[src/rtl/ysyx_lsu_if.sv]
// rtl/ysyx_lsu_if.sv - split read/write memory bus between the LSU (master) and memory (slave)
interface ysyx_lsu_if #(
  parameter int BIT_W = 32
);
  logic [BIT_W-1:0] araddr;
  logic             arvalid;
  logic             arready;
  logic [BIT_W-1:0] rdata;
  logic [1:0]       rresp;
  logic             rvalid;
  logic             rready;
  logic [BIT_W-1:0] awaddr;
  logic             awvalid;
  logic             awready;
  logic [BIT_W-1:0] wdata;
  logic [3:0]       wstrb;
  logic             wvalid;
  logic             wready;
  logic [1:0]       bresp;
  logic             bvalid;
  logic             bready;

  modport master (
    output araddr, arvalid, rready, awaddr, awvalid, wdata, wstrb, wvalid, bready,
    input  arready, rdata, rresp, rvalid, awready, wready, bresp, bvalid
  );

  modport slave (
    input  araddr, arvalid, rready, awaddr, awvalid, wdata, wstrb, wvalid, bready,
    output arready, rdata, rresp, rvalid, awready, wready, bresp, bvalid
  );
endinterface

[src/rtl/ysyx_lsu.sv]
// rtl/ysyx_lsu.sv - load/store unit bridging EXU requests onto the split read/write bus
// Optional macro YSYX_LSU_MISALIGN_CHECK_EN: reject misaligned half/word accesses without bus activity.
module ysyx_lsu #(
  parameter int BIT_W = 32
) (
  input  logic             clk,
  input  logic             rst,
  input  logic             lsu_avalid,
  input  logic             ren,
  input  logic             wen,
  input  logic [BIT_W-1:0] lsu_addr,
  input  logic [BIT_W-1:0] lsu_mem_wdata,
  input  logic [3:0]       alu_op,
  output logic [BIT_W-1:0] lsu_rdata,
  output logic             lsu_exu_rvalid,
  output logic             lsu_exu_wready,
  output logic             lsu_err,
  ysyx_lsu_if.master       bus
);

  typedef enum logic [2:0] {
    IDLE  = 3'd0,
    RADDR = 3'd1,
    RDATA = 3'd2,
    WREQ  = 3'd3,
    WRESP = 3'd4,
    DONE  = 3'd5,
    HOLD  = 3'd6
  } state_t;

  state_t           state_q, state_d;
  logic [BIT_W-1:0] addr_q, addr_d;
  logic [BIT_W-1:0] wdata_q, wdata_d;
  logic [2:0]       funct3_q, funct3_d;
  logic             is_store_q, is_store_d;
  logic             aw_done_q, aw_done_d;
  logic             w_done_q, w_done_d;
  logic [BIT_W-1:0] rdata_q, rdata_d;
  logic             err_q, err_d;

  logic             accept;
  logic             aw_hs;
  logic             w_hs;
  logic [4:0]       byte_shift;
  logic [BIT_W-1:0] rdata_shifted;
  logic [BIT_W-1:0] load_ext;
  logic [3:0]       strb_base;
  logic             unused_alu_op;

  assign unused_alu_op = alu_op[3];
  assign accept        = lsu_avalid && (ren || wen);
  assign byte_shift    = {addr_q[1:0], 3'b000};
  assign aw_hs         = bus.awvalid && bus.awready;
  assign w_hs          = bus.wvalid && bus.wready;

`ifdef YSYX_LSU_MISALIGN_CHECK_EN
  logic req_misaligned;
  assign req_misaligned = ((alu_op[1:0] == 2'b01) && lsu_addr[0]) ||
                          ((alu_op[1:0] == 2'b10) && (lsu_addr[1:0] != 2'b00));
`endif

  always_comb begin
    rdata_shifted = bus.rdata >> byte_shift;
    case (funct3_q)
      3'b000:  load_ext = {{(BIT_W-8){rdata_shifted[7]}}, rdata_shifted[7:0]};
      3'b001:  load_ext = {{(BIT_W-16){rdata_shifted[15]}}, rdata_shifted[15:0]};
      3'b100:  load_ext = {{(BIT_W-8){1'b0}}, rdata_shifted[7:0]};
      3'b101:  load_ext = {{(BIT_W-16){1'b0}}, rdata_shifted[15:0]};
      default: load_ext = rdata_shifted;
    endcase
  end

  always_ff @(posedge clk or negedge rst) begin
    if (!rst) begin
      state_q    <= IDLE;
      addr_q     <= '0;
      wdata_q    <= '0;
      funct3_q   <= 3'b000;
      is_store_q <= 1'b0;
      aw_done_q  <= 1'b0;
      w_done_q   <= 1'b0;
      rdata_q    <= '0;
      err_q      <= 1'b0;
    end else begin
      state_q    <= state_d;
      addr_q     <= addr_d;
      wdata_q    <= wdata_d;
      funct3_q   <= funct3_d;
      is_store_q <= is_store_d;
      aw_done_q  <= aw_done_d;
      w_done_q   <= w_done_d;
      rdata_q    <= rdata_d;
      err_q      <= err_d;
    end
  end

  always_comb begin
    state_d = state_q;
    case (state_q)
      IDLE: begin
        if (accept) begin
          state_d = wen ? WREQ : RADDR;
`ifdef YSYX_LSU_MISALIGN_CHECK_EN
          if (req_misaligned) state_d = DONE;
`endif
        end
      end
      RADDR:   if (bus.arready) state_d = RDATA;
      RDATA:   if (bus.rvalid) state_d = DONE;
      WREQ:    if ((aw_done_q || aw_hs) && (w_done_q || w_hs)) state_d = WRESP;
      WRESP:   if (bus.bvalid) state_d = DONE;
      DONE:    state_d = lsu_avalid ? HOLD : IDLE;
      HOLD:    if (!lsu_avalid) state_d = IDLE;
      default: state_d = IDLE;
    endcase
  end

  // Request fields are only captured in IDLE, so they stay stable through DONE.
  always_comb begin
    addr_d     = addr_q;
    wdata_d    = wdata_q;
    funct3_d   = funct3_q;
    is_store_d = is_store_q;
    aw_done_d  = aw_done_q;
    w_done_d   = w_done_q;
    rdata_d    = rdata_q;
    err_d      = err_q;
    case (state_q)
      IDLE: begin
        if (accept) begin
          addr_d     = lsu_addr;
          wdata_d    = lsu_mem_wdata;
          funct3_d   = alu_op[2:0];
          is_store_d = wen;
          aw_done_d  = 1'b0;
          w_done_d   = 1'b0;
          err_d      = 1'b0;
`ifdef YSYX_LSU_MISALIGN_CHECK_EN
          if (req_misaligned) begin
            err_d = 1'b1;
            if (!wen) rdata_d = '0;
          end
`endif
        end
      end
      RDATA: begin
        if (bus.rvalid) begin
          rdata_d = load_ext;
          err_d   = |bus.rresp;
        end
      end
      WREQ: begin
        aw_done_d = aw_done_q || aw_hs;
        w_done_d  = w_done_q || w_hs;
      end
      WRESP:   if (bus.bvalid) err_d = |bus.bresp;
      default: ;
    endcase
  end

  always_comb begin
    case (funct3_q[1:0])
      2'b00:   strb_base = 4'b0001;
      2'b01:   strb_base = 4'b0011;
      default: strb_base = 4'b1111;
    endcase
    bus.araddr     = {addr_q[BIT_W-1:2], 2'b00};
    bus.arvalid    = (state_q == RADDR);
    bus.rready     = (state_q == RDATA);
    bus.awaddr     = {addr_q[BIT_W-1:2], 2'b00};
    bus.awvalid    = (state_q == WREQ) && !aw_done_q;
    bus.wvalid     = (state_q == WREQ) && !w_done_q;
    bus.wdata      = wdata_q << byte_shift;
    bus.wstrb      = (state_q == WREQ) ? (strb_base << addr_q[1:0]) : 4'b0000;
    bus.bready     = (state_q == WRESP);
    lsu_exu_rvalid = (state_q == DONE) && !is_store_q;
    lsu_exu_wready = (state_q == DONE) && is_store_q;
    lsu_err        = (state_q == DONE) && err_q;
    lsu_rdata      = rdata_q;
  end

endmodule

[src/flat_wrapper.sv]
// flat-port wrapper written by rule: the top's interface ports become plain ports
module ysyx_lsu_flat 
#(
  parameter int BIT_W = 32
)
  (clk, rst, lsu_avalid, ren, wen, lsu_addr, lsu_mem_wdata, alu_op, lsu_rdata, lsu_exu_rvalid, lsu_exu_wready, lsu_err, bus_araddr, bus_arvalid, bus_rready, bus_awaddr, bus_awvalid, bus_wdata, bus_wstrb, bus_wvalid, bus_bready, bus_arready, bus_rdata, bus_rresp, bus_rvalid, bus_awready, bus_wready, bus_bresp, bus_bvalid);
  ysyx_lsu_if #(.BIT_W(BIT_W)) bus_i ();
  input  logic clk;
  input  logic rst;
  input  logic lsu_avalid;
  input  logic ren;
  input  logic wen;
  input  logic [BIT_W-1:0] lsu_addr;
  input  logic [BIT_W-1:0] lsu_mem_wdata;
  input  logic [3:0] alu_op;
  output logic [BIT_W-1:0] lsu_rdata;
  output logic lsu_exu_rvalid;
  output logic lsu_exu_wready;
  output logic lsu_err;
  output wire logic [$bits(bus_i.araddr)-1:0] bus_araddr;
  output wire logic [$bits(bus_i.arvalid)-1:0] bus_arvalid;
  output wire logic [$bits(bus_i.rready)-1:0] bus_rready;
  output wire logic [$bits(bus_i.awaddr)-1:0] bus_awaddr;
  output wire logic [$bits(bus_i.awvalid)-1:0] bus_awvalid;
  output wire logic [$bits(bus_i.wdata)-1:0] bus_wdata;
  output wire logic [$bits(bus_i.wstrb)-1:0] bus_wstrb;
  output wire logic [$bits(bus_i.wvalid)-1:0] bus_wvalid;
  output wire logic [$bits(bus_i.bready)-1:0] bus_bready;
  input wire logic [$bits(bus_i.arready)-1:0] bus_arready;
  input wire logic [$bits(bus_i.rdata)-1:0] bus_rdata;
  input wire logic [$bits(bus_i.rresp)-1:0] bus_rresp;
  input wire logic [$bits(bus_i.rvalid)-1:0] bus_rvalid;
  input wire logic [$bits(bus_i.awready)-1:0] bus_awready;
  input wire logic [$bits(bus_i.wready)-1:0] bus_wready;
  input wire logic [$bits(bus_i.bresp)-1:0] bus_bresp;
  input wire logic [$bits(bus_i.bvalid)-1:0] bus_bvalid;
  assign bus_araddr = bus_i.araddr;
  assign bus_arvalid = bus_i.arvalid;
  assign bus_rready = bus_i.rready;
  assign bus_awaddr = bus_i.awaddr;
  assign bus_awvalid = bus_i.awvalid;
  assign bus_wdata = bus_i.wdata;
  assign bus_wstrb = bus_i.wstrb;
  assign bus_wvalid = bus_i.wvalid;
  assign bus_bready = bus_i.bready;
  assign bus_i.arready = bus_arready;
  assign bus_i.rdata = bus_rdata;
  assign bus_i.rresp = bus_rresp;
  assign bus_i.rvalid = bus_rvalid;
  assign bus_i.awready = bus_awready;
  assign bus_i.wready = bus_wready;
  assign bus_i.bresp = bus_bresp;
  assign bus_i.bvalid = bus_bvalid;
  ysyx_lsu #(.BIT_W(BIT_W)) u_core (.clk(clk), .rst(rst), .lsu_avalid(lsu_avalid), .ren(ren), .wen(wen), .lsu_addr(lsu_addr), .lsu_mem_wdata(lsu_mem_wdata), .alu_op(alu_op), .lsu_rdata(lsu_rdata), .lsu_exu_rvalid(lsu_exu_rvalid), .lsu_exu_wready(lsu_exu_wready), .lsu_err(lsu_err), .bus(bus_i));
endmodule
[config.mk]
export PLATFORM = sky130hd
export DESIGN_NAME = ysyx_lsu_flat
export DESIGN_NICKNAME = d
export VERILOG_FILES = /design/src/rtl/ysyx_lsu_if.sv /design/src/rtl/ysyx_lsu.sv /design/src/flat_wrapper.sv
export SDC_FILE = /design/constraint.sdc
export NUM_CORES = 1
export LEC_CHECK = 0
export ABC_CLOCK_PERIOD_IN_PS = 1900
export BUFFER_PORTS_ARGS = -buffer_cell sky130_fd_sc_hd__clkbuf_2
export CORE_MARGIN = 1.5
export CORE_UTILIZATION = 48
export CTS_CLUSTER_DIAMETER = 80
export CTS_CLUSTER_SIZE = 20
export DETAILED_ROUTE_END_ITERATION = 10
export PLACE_DENSITY_LB_ADDON = 0.05
export SLEW_MARGIN = 20
export SYNTH_ARGS = -nofsm -noshare
export SYNTH_HDL_FRONTEND = slang
export SYNTH_SLANG_ARGS = --single-unit
[constraint.sdc]
create_clock -name clk -period 1.9 [get_ports clk]
set_input_delay 0.38 -clock clk [delete_from_list [all_inputs] [get_ports clk]]
set_output_delay 0.38 -clock clk [all_outputs]
set_load 0.05 [all_outputs]
==> impl_metrics.yaml <==
sta:
  clock.fmax_ghz: 0.488
  min_period_ns: 2.05
  finalCritPeriodShare_pct: 108
  rsz0062_at_grt: "true"
  setup_viol: 36
  fin_hold_ws_ns: -0.00893
  hold_viol: 8
  setup_slack_ns: -0.148
  drv_slew: 0
  finClkSkew_ns: 0.00934
global_routing:
  grt_pass1_vias: 4842
  grt_pass1_wl_um: 24400
  antenna_found_initial: 0
  grt_max_degree: 44
  grt_overflow: 0
  grt_use_total_pct: 24.6
status:
  outcome: "complete, but fails checks"
  violations: "negative hold slack, negative setup slack"
route:
  routed_via_density: 5.29
  drt_iter0_markers: 273
  drc_errors: 0
  postRouteAntennaNets: 0
  wl_um: 16100
  firstDrtPassIters: 4
  wl_per_cell_um: 17.6
  vias: 4836
clocking:
  cts_tree: "yes"
  clock_sinks: 106
  clk_latency_ns: 0.35
  clockRootBuffer: "clkbuf_16"
  clock_path_buffers: 2
  clk_pin_slew_ns: 0.07
  htreeDepth: 3
  cts_buffers: 9
setup_path:
  crit_required_ns: 1.52
  cp.arrival_ns: 1.67
  crit_path_max_incr_delay_ns: 0.47
  crit_slowest_cell: "dfrtp_2"
  cp-end-kind: "output port"
  cp_num_buf_inv: 2
  critPathTopFamily: "flip-flops"
  cp-start-kind: "flop"
  cp_cell_sequence: "buf_12 > nor2b_4 > nand2_1 > o21ai_2 > clkbuf_8"
  cp_max_fo: 14
  path_class: "reg -> out"
synthesis:
  ys_dominant_reg_cell: "dfrtp_1"
  syn_area_per_cell_um2: 10.7
  synth-seq-area-share_pct: 46.0
  async_reset_ff_share_pct: 100
  synth_edf_count: 0
  synthCells: 538
  synth_top_cell_area_share_pct: 46.0
  yosysTopAreaCell: "dfrtp_1"
  ys_warn_count: 0
  synth.distinct_cells: 41
  yosys-top-cells-area: "dfrtp_1, mux2_2, buf_4, mux2i_1, nor2_1"
  syn-cell-area_um2: 5770
  ys_ff_latch: 106
floorplan:
  ios: 254
  coreArea_um2: 11600
  fp.dieW_um: 113
  initial_utilization_pct: 49.9
  fp-row-count: 39
  die_area_um2: 12700
  dieHeight_um: 113
cells_and_area:
  drive_above_1_share_pct: 62.9
  ff_latch_area_um2: 2660
  multi_input_area_um2: 2980
  fillers: 780
  diodes: 0
  area_delta_synth_final_pct: 48.6
  layout.nets: 880
place:
  dpl.hpwl_um: 10800
  numPortBuffers: 248
  place.gp.congestion: 0.815
  pre_cts_ws_ns: -0.00819
job:
  max-cap-violations: 0
min_path:
  worstHoldPathType: "in -> async"
[cells in the mapped netlist (2+ instances only)]
cell type / n
o22a_1: 9
o211ai_1: 4
a211oi_1: 15
nand2_1: 22
o22ai_1: 2
o21a_1: 3
buf_1: 4
nor2b_1: 17
a21oi_1: 33
nand2b_1: 4
nor3_1: 4
dfrtp_1: 106
buf_4: 68
o21ai_0: 18
mux2_2: 77
nor2_1: 53
and2_1: 17
mux2i_1: 32
clkbuf_1: 6
mux4_2: 2
o31ai_1: 2
buf_2: 17
inv_1: 4
and3_1: 2
[metrics by stage]
stage / cells / area [um^2] / utilization, % / hold slack, ns / setup TNS (ns)
global route: 914 / 8570 / 74.1 / 0.0111 / -5.21
CTS: 905 / 8290 / 71.7 / 0.00217 / -3.16
detailed placement: 873 / 7220 / 62.4 / 0.383 / -0.00819
finish: 914 / 8570 / 74.1 / -0.00893 / -3.06
global placement: 873 / 7220 / 62.4 / 0.367 / 0
floorplan: 541 / 6010 / - / 0.0844 / -2.41
[per-layer routing]
layer | global-route usage [%] | part of all wire (%)
met5 | 0 | 0
met4 | 9.28 | 2.6
met2 | 43.8 | 52
met1 | 28.9 | 38
met3 | 5.51 | 6.7
[cells by family after synthesis]
kind of cell | Yosys count | share of synthesized area [%]
buffers and inverters | 101 | 11.6
multiplexers | 112 | 21.6
other | 1 | 0.0650
AO/OA/AOI/OAI | 93 | 10.2
adder cells (fa/ha/maj) | 1 | 0.174
AND/OR/NAND/NOR | 124 | 10.3
flip-flops | 106 | 46.0
[final cells by class]
class | count | area share [%]
clock buffers | 12 | 2.99
clock inverters | 4 | 0.584
inverters | 4 | 0.234
multi-input cells | 334 | 34.7
flip-flops and latches | 106 | 31.0
well taps | 143 | 2.09
repair buffers | 311 | 28.3
[flip-flops by register name (all words and copies together) (netlist names)]
register	cells
u_core.lsu_rdata	32
u_core.funct3_q	3
u_core.w_done_q	1
u_core.aw_done_q	1
u_core.err_q	1
u_core.addr_q	32
u_core.is_store_q	1
u_core.state_q	3
u_core.wdata_q	32
[worst reg2reg max path: cells and delay by family, from the launching register on]
family	cells	cell delay, ns
AO/OA/AOI/OAI	2	0.42
buffers and inverters	2	0.26
flip-flops	1	0.47
multiplexers	1	0.55
[path summary, 6_finish.rpt]
check                                        start                    to  slack, ns  cells after the start
worst min-delay path                           rst   u_core.lsu_rdata[3]     -0.009                      1
worst max register to register    u_core.addr_q[0]  u_core.lsu_rdata[14]       0.08                      5
worst min register to register  u_core.wdata_q[29]    u_core.wdata_q[29]       0.50                      1
min in group clk                       lsu_addr[8]      u_core.addr_q[8]       0.26                      2
max in group asynchronous                      rst     u_core.addr_q[13]       1.30                      2
worst max-delay path              u_core.addr_q[1]         bus_wdata[23]      -0.15                      5
[cell usage in the layout, fill, tap and decap left out, types with 14 or more instances in the layout]
cell / n
mux2_2: 72
clkbuf_2: 203
buf_12: 14
nor2_1: 41
dfrtp_1: 103
buf_6: 16
a21oi_1: 25
buf_8: 25
nand2_1: 21
buf_4: 34
mux2i_1: 22
[what timing repair did]
item	4_1_cts	5_1_grt
pin swaps	4	10
gates resized for setup	137	69
endpoints found under the setup margin	44	68
buffers inserted	16	9
gates cloned	2	1
hold buffers	0	0
Power is not shown: default switching activity piles up to over one toggle a cycle in this logic, so the estimate is an artifact.
